===== src/rtl/adam_obi_pkg.sv =====
// Shared types and helpers for the OBI fixed-latency adapter slice.
// Types default to the 32-bit debug bus; clog2_depth sizes occupancy counters.
// Counters sized with clog2_depth can hold every value from 0 to depth inclusive.
package adam_obi_pkg;

  typedef logic [31:0] addr_t;
  typedef logic [31:0] data_t;
  typedef logic [3:0]  strb_t;

  // Bits needed to hold any value 0..depth inclusive (at least one bit).
  function automatic int unsigned clog2_depth(input int unsigned depth);
    return (depth < 1) ? 1 : $clog2(depth + 1);
  endfunction

endpackage


===== src/rtl/adam_obi_rsp_fifo.sv =====
// Response buffer: synchronous circular FIFO with push/pop, full/empty and occupancy count.
// Latency: a pushed entry is visible on rd_dat_o the cycle after the push; no bypass.
// Backpressure: pushes while full and pops while empty are ignored; the caller's credit rule prevents both.
// Ports: clk/rst_n; push_i/push_dat_i write side; pop_i read side; rd_dat_o head entry;
//        full_o/empty_o status; cnt_o current occupancy.
module adam_obi_rsp_fifo
  import adam_obi_pkg::*;
#(
  parameter  int unsigned DEPTH = 2,
  parameter  int unsigned WIDTH = 32,
  localparam int unsigned CNT_W = clog2_depth(DEPTH)
) (
  input  logic             clk,
  input  logic             rst_n,
  input  logic             push_i,
  input  logic [WIDTH-1:0] push_dat_i,
  input  logic             pop_i,
  output logic [WIDTH-1:0] rd_dat_o,
  output logic             full_o,
  output logic             empty_o,
  output logic [CNT_W-1:0] cnt_o
);

  localparam int unsigned PTR_W = (DEPTH > 1) ? $clog2(DEPTH) : 1;

  logic [WIDTH-1:0] mem_q [DEPTH];
  logic [PTR_W-1:0] rd_ptr_q, rd_ptr_d;
  logic [PTR_W-1:0] wr_ptr_q, wr_ptr_d;
  logic [CNT_W-1:0] cnt_q, cnt_d;
  logic             do_push, do_pop;

  // Pointers wrap at DEPTH, which need not be a power of two.
  function automatic logic [PTR_W-1:0] ptr_inc(input logic [PTR_W-1:0] p);
    if (p == PTR_W'(DEPTH - 1)) return '0;
    return p + PTR_W'(1);
  endfunction

  assign full_o   = (cnt_q == CNT_W'(DEPTH));
  assign empty_o  = (cnt_q == '0);
  assign cnt_o    = cnt_q;
  assign rd_dat_o = mem_q[rd_ptr_q];

  assign do_push = push_i && !full_o;
  assign do_pop  = pop_i && !empty_o;

  always_comb begin
    rd_ptr_d = rd_ptr_q;
    wr_ptr_d = wr_ptr_q;
    cnt_d    = cnt_q;
    if (do_push) wr_ptr_d = ptr_inc(wr_ptr_q);
    if (do_pop)  rd_ptr_d = ptr_inc(rd_ptr_q);
    case ({do_push, do_pop})
      2'b10:   cnt_d = cnt_q + CNT_W'(1);
      2'b01:   cnt_d = cnt_q - CNT_W'(1);
      default: cnt_d = cnt_q;
    endcase
  end

  always_ff @(posedge clk or negedge rst_n) begin
    if (!rst_n) begin
      rd_ptr_q <= '0;
      wr_ptr_q <= '0;
      cnt_q    <= '0;
    end else begin
      rd_ptr_q <= rd_ptr_d;
      wr_ptr_q <= wr_ptr_d;
      cnt_q    <= cnt_d;
    end
  end

  // Storage carries no reset; validity is tracked by cnt_q alone.
  always_ff @(posedge clk) begin
    if (do_push) mem_q[wr_ptr_q] <= push_dat_i;
  end

endmodule


===== src/rtl/adam_obi_fixlat_adapter.sv =====
// Adapts a fixed-latency target (no gnt, rdata one cycle after req) to a handshaked OBI slave.
// Latency: grant is combinational with req; rvalid appears two cycles after the granting cycle.
// Backpressure: grants are credit-limited to RSP_DEPTH outstanding responses; a same-cycle pop returns one credit.
// Ports: clk/rst_n; upstream OBI req/gnt/addr/we/be/wdata and rvalid/rready/rdata;
//        target side mem_req/mem_we/mem_addr/mem_be/mem_wdata/mem_rdata.
// Optional macro ADAM_OBI_FIXLAT_PAUSE_EN adds pause_req/pause_ack: grants stop while
// pause_req is high and pause_ack reports (registered) that nothing is outstanding.
module adam_obi_fixlat_adapter
  import adam_obi_pkg::*;
#(
  parameter  int unsigned ADDR_WIDTH = 32,
  parameter  int unsigned DATA_WIDTH = 32,
  parameter  int unsigned RSP_DEPTH  = 2,
  localparam int unsigned STRB_WIDTH = DATA_WIDTH / 8
) (
  input  logic                  clk,
  input  logic                  rst_n,
  input  logic                  req,
  output logic                  gnt,
  input  logic [ADDR_WIDTH-1:0] addr,
  input  logic                  we,
  input  logic [STRB_WIDTH-1:0] be,
  input  logic [DATA_WIDTH-1:0] wdata,
  output logic                  rvalid,
  input  logic                  rready,
  output logic [DATA_WIDTH-1:0] rdata,
  output logic                  mem_req,
  output logic                  mem_we,
  output logic [ADDR_WIDTH-1:0] mem_addr,
  output logic [STRB_WIDTH-1:0] mem_be,
  output logic [DATA_WIDTH-1:0] mem_wdata,
  input  logic [DATA_WIDTH-1:0] mem_rdata
`ifdef ADAM_OBI_FIXLAT_PAUSE_EN
  ,
  input  logic                  pause_req,
  output logic                  pause_ack
`endif
);

  localparam int unsigned CNT_W = clog2_depth(RSP_DEPTH);

  logic                  inflight_q;
  logic                  inflight_we_q;
  logic [CNT_W-1:0]      rsp_cnt;
  logic [CNT_W:0]        occ;
  logic                  pop;
  logic                  pause_blk;
  logic                  rsp_empty;
  logic                  unused_rsp_full;
  logic [DATA_WIDTH-1:0] push_dat;

  assign pop = rvalid && rready;

  // Outstanding = buffered responses plus the one whose data arrives next cycle.
  assign occ = {1'b0, rsp_cnt} + (CNT_W + 1)'(inflight_q);

  // A pop this cycle frees a slot before the newly granted response lands two cycles later.
  assign gnt = req && !pause_blk && ((occ < (CNT_W + 1)'(RSP_DEPTH)) || pop);

  assign mem_req   = req && gnt;
  assign mem_we    = we;
  assign mem_addr  = addr;
  assign mem_be    = be;
  assign mem_wdata = wdata;

  always_ff @(posedge clk or negedge rst_n) begin
    if (!rst_n) begin
      inflight_q    <= 1'b0;
      inflight_we_q <= 1'b0;
    end else begin
      inflight_q    <= mem_req;
      inflight_we_q <= mem_req && we;
    end
  end

  // Writes still produce one response so upstream ordering stays one-to-one.
  assign push_dat = inflight_we_q ? '0 : mem_rdata;

  adam_obi_rsp_fifo #(
    .DEPTH (RSP_DEPTH),
    .WIDTH (DATA_WIDTH)
  ) u_rsp_fifo (
    .clk        (clk),
    .rst_n      (rst_n),
    .push_i     (inflight_q),
    .push_dat_i (push_dat),
    .pop_i      (pop),
    .rd_dat_o   (rdata),
    .full_o     (unused_rsp_full),
    .empty_o    (rsp_empty),
    .cnt_o      (rsp_cnt)
  );

  assign rvalid = !rsp_empty;

`ifdef ADAM_OBI_FIXLAT_PAUSE_EN
  logic pause_ack_q;

  assign pause_blk = pause_req;

  always_ff @(posedge clk or negedge rst_n) begin
    if (!rst_n) pause_ack_q <= 1'b0;
    else        pause_ack_q <= pause_req && (occ == '0);
  end

  assign pause_ack = pause_ack_q;
`else
  assign pause_blk = 1'b0;
`endif

endmodule


===== config.mk =====
export PLATFORM = sky130hd
export DESIGN_NAME = adam_obi_fixlat_adapter
export DESIGN_NICKNAME = d
export VERILOG_FILES = /design/src/rtl/adam_obi_pkg.sv /design/src/rtl/adam_obi_rsp_fifo.sv /design/src/rtl/adam_obi_fixlat_adapter.sv
export SDC_FILE = /design/constraint.sdc
export NUM_CORES = 1
export LEC_CHECK = 0
export ABC_AREA = 1
export BUFFER_PORTS_ARGS = -buffer_cell sky130_fd_sc_hd__buf_2
export CAP_MARGIN = 20
export CORE_MARGIN = 2
export CORE_UTILIZATION = 44
export CTS_CLUSTER_SIZE = 30
export DETAILED_ROUTE_END_ITERATION = 12
export GPL_TIMING_DRIVEN = 0
export MAX_ROUTING_LAYER = met4
export PLACE_DENSITY_LB_ADDON = 0.3
export REMOVE_ABC_BUFFERS = 1
export SYNTH_ARGS = -nofsm -noshare
export SYNTH_HDL_FRONTEND = slang
export SYNTH_SLANG_ARGS = --single-unit
export TNS_END_PERCENT = 20

===== constraint.sdc =====
create_clock -name clk -period 2.8 [get_ports clk]
set_input_delay 0.28 -clock clk [delete_from_list [all_inputs] [get_ports clk]]
set_output_delay 0.28 -clock clk [all_outputs]
set_load 0.005 [all_outputs]

==> results, run 1 <==
- The distinct cell type count after synthesis is 17.
- The number of buffers created by CTS is 9.
- The predominant post-synthesis flop cell is sky130_fd_sc_hd__edfxtp_1.
- The number of cells after detailed placement is 443.
- Clock-pin slew was measured on the worst setup and hold paths at 0.07 ns.
- Setup repair after global routing left no endpoint under its margin.
- The number of vias after detailed routing is 2146.
- The number of enable flip-flop cells after synthesis is 64.
- The area growth from synthesis to layout is 5.03%.
- The largest net degree at the start of global routing is 34.
- The worst path uses 78.0% of the clock period.
- The worst-case IR drop observed on VDD is 0.410 mV.
- The width of the chip is 93.3 um.
- STA classifies the critical path startpoint as a register.
- At the pin with the least slew margin, the transition time is 0.890 ns.
- The area of the placeable core is 7730 um^2.
- The H-tree generated during clock tree synthesis spans 3 levels.
- The final layout contains 459 nets.
- In this run the critical register-to-register path is captured at u_rsp_fifo.mem_q[0][9].
- In the global route stage, overall resource usage came out at 20.2%.
- The number of global-route vias before repair is 1995.
- The remaining routing DRC violations is 0.
- The buffer depth of the longest clock path is 2.
- The first detailed-routing pass took 4 iterations.
- The routed wire length is 8630 um.
- The global placer's final weighted congestion is 0.702.
- The cell sitting at the root of the clock tree is a sky130_fd_sc_hd__clkbuf_8.
- The die footprint is 8700 um^2.
- The worst setup path is captured at a primary output.
- For this run, the number of standard cells in the final layout without fillers is 460.
- The post-synthesis average cell area is 10.2 um^2.
- The total count of max-transition violations in the final report came to 0.
- The worst reg2reg path depth is 5.
- The routed length per instance is 18.8 um.
- Cells with a size suffix above 1 make up 31.0% of the layout.
- The run finished with clean final reports.
- Counting instances, the worst hold path has a depth of 3.
- STA puts the critical path data required time at 2.52 ns.
- Of all cell types, the one taking the most synthesized area is sky130_fd_sc_hd__edfxtp_1.
- The worst slew margin relative to its limit is 40.6%.
- The worst setup path category is register to primary output.
- The count of port buffers added during placement is 72.
- 0 antenna diodes ended up in the layout.
- The overall power consumption is 0.00349 W.
- The maximum fanout along the worst path is 33.
- The min-delay analysis places its worst path in the category input pin to register.
- The commonest cells after synthesis are 96 x sky130_fd_sc_hd__nand2_1, 70 x sky130_fd_sc_hd__buf_4, 64 x sky130_fd_sc_hd__edfxtp_1.
- The remaining number of nets flagged by the antenna check after routing is 0.
- The most common cell in the synthesized netlist is sky130_fd_sc_hd__nand2_1.
- The areal power density over the cells is 948 nW/um^2.
- Max-cap violations in this run came to 0.
- The gate count of the mapped netlist is 345.
- The setup-violating endpoint count in the final report is 0.
- The number of hold violations in the final report is 0.
- The data arrival at the endpoint of the critical path is 1.90 ns.
- In this run the vertical extent of the chip is 93.3 um.
- The leakage power of the design is 1.76 nW.
- Post-CTS repair changed the size of 0 cells.
- TritonCTS built the clock tree.
- In the final timing run, aggregate negative setup slack is 0 ns.
- In the routed layout, each cell is associated on average with a via count of 4.67.
- The portion of synthesized cell area occupied by the leading cell type is 54.8%.
- The number of I/O pins is 209.
- The number of filler cells placed in the layout is 746.
- By area the synthesized netlist is led by sky130_fd_sc_hd__edfxtp_1 55%, sky130_fd_sc_hd__buf_4 15%, sky130_fd_sc_hd__nand2_1 10%.
- The number of antenna violations at the first check in global routing came to 0.
- Between clock sinks in the finished design, the worst skew comes to 0.00672 ns.
- The endpoint with the worst hold slack is inflight_we_q.
- Derived from the worst setup path, the maximum achievable clock frequency is 458 MHz.
- The time the final worst path needs with I/O delays and setup is 2.18 ns.
- In the synthesized netlist the async set-or-reset flop fraction comes to 8.57%.
- For this run the aggregate overflow at the end of global routing stands at 0.
- In this run, the number of DRC markers left after iteration 0 of detailed routing was 91.
- The clock latency at the later pin of the worst-skew pair is 0.34 ns.
- Row generation in the floorplan step produced 32 rows.
- The startpoint identified for the worst hold timing path is we.
- The number of synthesized register bits is 70.
- The effective utilization at floorplan is 45.4%.
- The share of the Yosys chip area taken by registers is 59.1%.
- The number of warnings printed during yosys synthesis is 0.
- The worst register-to-register path begins at u_rsp_fifo.cnt_o[0].
- The mapped cell area is 3510 um^2.
- The first global-routing pass estimated 11900 um of wire.
- The setup check on the worst reg-to-reg path leaves a slack of 1.01 ns.
- Summed over all nets, the half-perimeter wirelength after detailed placement is 6290 um.
- Clock tree synthesis found a total of 70 sinks.
area by class of cell:
cell class	instances	area [um^2]	share of cell area, %
clock buffers	9	124	3.36
multi-input cells	152	638	17.3
inverters	43	169	4.59
clock inverters	7	72.6	1.97
repair buffers	77	480	13.0
flip-flops and latches	70	2070	56.3
well taps	102	128	3.46
cell usage in the layout, fill, tap and decap left out:
cell type | Yosys | routed
sky130_fd_sc_hd__dlygate4sd3_1 | 0 | 1
sky130_fd_sc_hd__nand3_1 | 3 | 3
sky130_fd_sc_hd__clkinv_4 | 0 | 1
sky130_fd_sc_hd__ha_1 | 1 | 1
sky130_fd_sc_hd__dfrtp_1 | 6 | 6
sky130_fd_sc_hd__bufinv_16 | 0 | 1
sky130_fd_sc_hd__buf_2 | 3 | 72
sky130_fd_sc_hd__clkbuf_8 | 3 | 9
sky130_fd_sc_hd__nor2_4 | 0 | 1
sky130_fd_sc_hd__clkinv_2 | 0 | 2
sky130_fd_sc_hd__inv_2 | 1 | 1
sky130_fd_sc_hd__clkinvlp_4 | 0 | 2
sky130_fd_sc_hd__edfxtp_1 | 64 | 64
sky130_fd_sc_hd__nand4_1 | 1 | 1
sky130_fd_sc_hd__inv_8 | 1 | 1
sky130_fd_sc_hd__nand2_2 | 16 | 16
sky130_fd_sc_hd__inv_1 | 41 | 41
sky130_fd_sc_hd__nand2_1 | 96 | 96
sky130_fd_sc_hd__nor2_1 | 34 | 33
sky130_fd_sc_hd__inv_6 | 0 | 1
sky130_fd_sc_hd__buf_16 | 0 | 4
sky130_fd_sc_hd__xnor2_1 | 1 | 1
flip-flops by register name (all words and copies together), names as in the netlist:
name	count
u_rsp_fifo.mem_q	64
u_rsp_fifo.wr_ptr_q	1
inflight_we_q	1
inflight_q	1
u_rsp_fifo.cnt_o	2
u_rsp_fifo.rd_ptr_q	1
critical path: stages, from the launching register on:
cell,delay (ns)
sky130_fd_sc_hd__dfrtp_1,0.93
sky130_fd_sc_hd__buf_16,0.23
sky130_fd_sc_hd__inv_8,0.11
sky130_fd_sc_hd__nand2_1,0.08
sky130_fd_sc_hd__nand2_1,0.07
sky130_fd_sc_hd__buf_2,0.13
cells by family after synthesis:
| family | count (synthesis) | synth area share (%) |
|---|---|---|
| and+or+nand+nor | 150 | 17.4 |
| buffers and inverters | 123 | 22.9 |
| DFF | 70 | 59.1 |
| adders and majority gates | 1 | 0.357 |
| xor gates and xnor gates | 1 | 0.250 |
through the flow:
step | hold slack, ns | area (um^2) | utilization [%] | setup slack, ns
finish | 0.165 | 3680 | 47.7 | 0.615
global placement | 0.116 | 3360 | 43.5 | -0.507
global route | 0.168 | 3680 | 47.7 | 0.487
CTS | 0.154 | 3680 | 47.7 | 0.596
floorplan | -0.0156 | 2870 | - | 0.433
detailed placement | 0.121 | 3480 | 45.0 | 0.970
how the worst max path moves through the flow:
stage / slack [ns] / depth (start not counted) / startpoint / end
final: 0.62 / 5 / u_rsp_fifo.rd_ptr_q / rdata[2]
after global routing: 0.49 / 5 / u_rsp_fifo.rd_ptr_q / rdata[24]
after CTS: 0.60 / 5 / u_rsp_fifo.rd_ptr_q / rdata[2]
after detailed placement: 0.97 / 5 / u_rsp_fifo.rd_ptr_q / rdata[2]
after global placement: -0.51 / 4 / u_rsp_fifo.cnt_o[0] / u_rsp_fifo.mem_q[1][7]
after floorplan: 0.43 / 4 / u_rsp_fifo.cnt_o[0] / u_rsp_fifo.mem_q[1][0]
timing repair:
action / 4_1_cts / 5_1_grt
hold buffers: 1 / 0
hold endpoints to repair: 6 / 0
setup buffers: 0 / 0
power by group:
part / switching (W) / internal [W] / total [W]
Combinational: 0.000669 / 0.000467 / 0.00114
Sequential: 0.000134 / 0.00143 / 0.00156
Clock: 0.000382 / 0.000412 / 0.000794
Total: 0.00118 / 0.00231 / 0.00349
metal layers:
layer / global-route usage [%] / part of all wire (%) / vias up
met1: 20.7 / 35 / 952
met4: 15.2 / 7.2 / 0
met2: 28.4 / 43 / 152
li1: - / - / 1007
met3: 11.8 / 15 / 35
met5: - / 0 / -
(Power assumes the default switching activity.)
==> run 2, diff against run 1 <==
--- a/config.mk
+++ b/config.mk
@@ -5,11 +5,11 @@
 export SDC_FILE = /design/constraint.sdc
 export NUM_CORES = 1
 export LEC_CHECK = 0
-export ABC_AREA = 1
+export ABC_AREA = 0
 export BUFFER_PORTS_ARGS = -buffer_cell sky130_fd_sc_hd__buf_2
 export CAP_MARGIN = 20
 export CORE_MARGIN = 2
-export CORE_UTILIZATION = 44
+export CORE_UTILIZATION = 43
 export CTS_CLUSTER_SIZE = 30
 export DETAILED_ROUTE_END_ITERATION = 12
 export GPL_TIMING_DRIVEN = 0
==> constraint.sdc (replaced) <==
create_clock -name clk -period 2.1 [get_ports clk]
set_input_delay 0.21 -clock clk [delete_from_list [all_inputs] [get_ports clk]]
set_output_delay 0.21 -clock clk [all_outputs]
set_load 0.005 [all_outputs]
==> results, run 2 <==
- The flow ran to the end, and the final reports show no timing, DRC or antenna violations.
- The number of nets in the final layout is 346 (-25%).
- The final design instance area without fill is 3550 um^2 (-3.6%).
- The worst reg2reg path depth was 5 (unchanged).
- The peak supply drop came to 0.506 mV (+24%).
- The number of detailed-route iterations in the first pass is 4 (unchanged).
- The worst min-delay path startpoint is req.
- The clock-pin slew on the worst setup and hold paths came to 0.07 ns (about the same).
- The clock tree from TritonCTS is yes.
- The post-synthesis average cell area was 14.5 um^2 (+43%).
- The start of the worst register-to-register path is u_rsp_fifo.cnt_o[0].
- In the post-synthesis netlist, the cell with the most instances is sky130_fd_sc_hd__buf_4.
- The number of buffers created by CTS is 9 (unchanged).
- The number of hold violations in the final report was 0 (unchanged).
- The maximum operating frequency is 497 MHz.
- The placed wire-length estimate after detailed placement was 6280 um (-0.23%).
- The number of cells after detailed placement is 330 (-26%).
- The fraction of synthesis flops using an asynchronous set or reset pin is 8.57% (unchanged).
- The summed negative setup slack over all endpoints is 0 ns (unchanged).
- The setup slack at placement came to 0.413 ns (-0.557 ns).
- The area of the placeable core came to 7610 um^2 (-1.6%).
- The number of vias after detailed routing came to 1680 (-22%).
- The worst endpoint required time is 1.89 ns (-0.63 ns).
- The leftover overflow at the end of global routing is 0 (unchanged).
- The mapped cell area was 3330 um^2 (-5.0%).
- The worst clock skew on the final layout was 0.00611 ns (-0.000612 ns).
- Setup repair after global routing left no endpoint under its margin.
- The areal power density over the cells is 1230 nW/um^2 (+29%).
- The count of port buffers added during placement was 72 (unchanged).
- Relative to the synthesized area, the layout overhead comes to 6.57%.
- Leaving out fill and tap cells, the most frequent cell in the layout is sky130_fd_sc_hd__buf_2.
- The worst path setup slack after routing is 0.0860 ns (-0.529 ns).
- STA classifies the critical path startpoint as a register.
- The post-detailed-route via-to-cell ratio is 4.84 (+3.8%).
- Yosys attributes the largest share of cell area to sky130_fd_sc_hd__edfxtp_1 58%, sky130_fd_sc_hd__buf_4 16%, sky130_fd_sc_hd__mux2_1 10%.
- The maximum fanout along the worst path came to 33 (unchanged).
- The worst setup path category is register to primary output.
- The setup-violating endpoint count in the final report was 0 (unchanged).
- The largest total area in the synthesized netlist belongs to sky130_fd_sc_hd__edfxtp_1.
- The total count of max-transition violations in the final report is 0 (unchanged).
- The clock latency at the later pin of the worst-skew pair was 0.33 ns (about the same).
- The buffer depth of the longest clock path came to 2 (unchanged).
- The number of standard-cell rows in the floorplan was 32 (unchanged).
- The largest net degree at the start of global routing is 34 (unchanged).
- The register ranked first by flip-flop count is u_rsp_fifo.mem_q.
- The remaining routing DRC violations is 0 (unchanged).
- The number of synthesized register bits came to 70 (unchanged).
- The routed length per instance came to 24.0 um (+28%).
- The clock root buffer is sky130_fd_sc_hd__clkbuf_8.
- The die height is 92.0 um (-1.3%).
- The width of the chip is 92.0 um (-1.3%).
- The gate count of the mapped netlist was 230 (-33%).
- The number of I/O pins is 209 (unchanged).
- The die footprint is 8470 um^2 (-2.7%).
- The remaining number of nets flagged by the antenna check after routing came to 0 (unchanged).
- After layout, the worst path uses 95.9% of the clock period.
- The count of cells along the worst hold path was 3 (unchanged).
- The number of flip-flops under the largest register name is 64 (unchanged).
- The actual transition at the worst max-transition pin came to 0.826 ns (-0.0645 ns).
- The data arrival at the endpoint of the critical path is 1.80 ns (-0.10 ns).
- The number of design-rule violations left by the first detailed-router iteration was 61 (-33%).
- The H-tree depth is 3 (unchanged).
- The global placer's final weighted congestion is 0.663 (-5.6%).
- The predominant post-synthesis flop cell is sky130_fd_sc_hd__edfxtp_1.
- The antenna cell count came to 0 (unchanged).
- The sequential element share of the synthesized area is 62.2% (+3.1 points).
- The fraction of layout instances using a drive strength above 1 came to 40.0% (+9.0 points).
- The number of maximum-capacitance constraint violations is 0 (unchanged).
- In the synthesized netlist, the cells that appear most often are 70 x sky130_fd_sc_hd__buf_4, 64 x sky130_fd_sc_hd__edfxtp_1, 33 x sky130_fd_sc_hd__nor2b_1.
- The distinct cell type count after synthesis is 19 (+2).
- In the layout the commonest cells are 72 x sky130_fd_sc_hd__buf_2, 64 x sky130_fd_sc_hd__edfxtp_1, 33 x sky130_fd_sc_hd__nor2b_1.
- The number of antenna violations at the first check in global routing was 0 (unchanged).
- The leakage power of the design was 1.35 nW (-23%).
- The number of warnings printed during yosys synthesis was 0 (unchanged).
- The time the final worst path needs with I/O delays and setup is 2.01 ns.
- The final-layout worst hold slack is 0.0877 ns (-0.0771 ns).
- The portion of synthesized cell area occupied by the leading cell type was 57.7% (+2.9 points).
- The reg2reg setup slack came to 0.50 ns (-0.51 ns).
- The routed wire length came to 8310 um (-3.7%).
- The number of enable flip-flop cells after synthesis is 64 (unchanged).
- The capturing element type of the critical path is a primary output.
- The first-pass GRT wire length came to 11500 um (-3.4%).
- The effective utilization at floorplan is 43.8% (-1.6 points).
- The clock sink total was 70 (unchanged).
- The worst slew margin relative to its limit is 44.9% (+4.3 points).
- The endpoint with the worst hold slack is inflight_we_q.
- The endpoint of the lowest-slack register-to-register path is u_rsp_fifo.cnt_o[1].
- The number of global-route vias before repair is 1737 (-13%).
- The aggregate global-route resource usage is 20.3% (+0.14 points).
- The worst hold path belongs to the class input pin to register.
- The cell area after placement was 3330 um^2 (-4.3%).
- The post-layout instance count excluding filler cells is 347 (-25%).
## run 2: cell families (layout without fill, tap and decap cells)
kind of cell | after synthesis | in the layout | synth area share [%]
buffers and inverters | 79 | 94 | 17.5
flip-flops | 70 | 70 | 62.2
AND/OR/NAND/NOR | 41 | 41 | 7.40
multiplexers | 32 | 32 | 10.8
XOR/XNOR | 5 | 5 | 1.31
AO/OA/AOI/OAI | 2 | 2 | 0.413
adder cells (fa/ha/maj) | 1 | 1 | 0.375
## run 2: worst max-delay path, stage by stage (launching register included)
cell and delay (ns):
sky130_fd_sc_hd__dfrtp_2 0.91, sky130_fd_sc_hd__mux2_2 0.42, sky130_fd_sc_hd__buf_2 0.13
## run 2: timing repair
item	in CTS	in global routing
resized for setup	0	0
setup buffers	0	0
hold endpoints to repair	6	0
hold buffers	1	0
setup endpoints to repair	0	0
## run 2: metal layers
metal	vias to the layer above	wire length, um	GRT usage (%)	part of all wire (%)
met5	-	0	-	0
met4	0	386	11.4	4.6
met1	787	2900	21.0	35
met3	22	1290	13.0	15
met2	134	3740	29.5	45
li1	737	-	-	-
## run 2: how the worst max path moves through the flow
stage	startpoint	endpoint	slack [ns]	depth (start not counted)
floorplan	u_rsp_fifo.cnt_o[1]	u_rsp_fifo.mem_q[1][0]	-0.23	3
global placement	u_rsp_fifo.cnt_o[1]	u_rsp_fifo.mem_q[0][3]	-1.26	3
detailed placement	u_rsp_fifo.rd_ptr_q	rdata[6]	0.41	2
CTS	u_rsp_fifo.rd_ptr_q	rdata[6]	0.04	2
global route	u_rsp_fifo.rd_ptr_q	rdata[6]	0.003	2
finish	u_rsp_fifo.rd_ptr_q	rdata[6]	0.09	2
## run 2: metrics by stage
step | util, % | total power [W]
6_report | 46.7 | 0.00436
5_1_grt | 46.7 | 0.00460
4_1_cts | 46.7 | 0.00443
3_5_place_dp | 43.8 | 0.00327
3_3_place_gp | 42.6 | 0.00319
2_1_floorplan | - | 0.00269
## run 2: where the power goes
group | internal [W] | total, W | switching (W)
Combinational | 0.000586 | 0.00110 | 0.000510
Sequential | 0.00188 | 0.00211 | 0.000232
Clock | 0.000660 | 0.00115 | 0.000488
## run 2: cell type report
| cell class | instances | area (um^2) |
|---|---|---|
| Clock buffer | 9 | 124 |
| Clock inverter | 7 | 88.8 |
| Fill cell | 707 | 4060 |
| Inverter | 2 | 7.51 |
| Multi-Input combinational cell | 81 | 692 |
| Sequential cell | 70 | 2070 |
| Tap cell | 102 | 128 |
| Timing Repair Buffer | 76 | 438 |
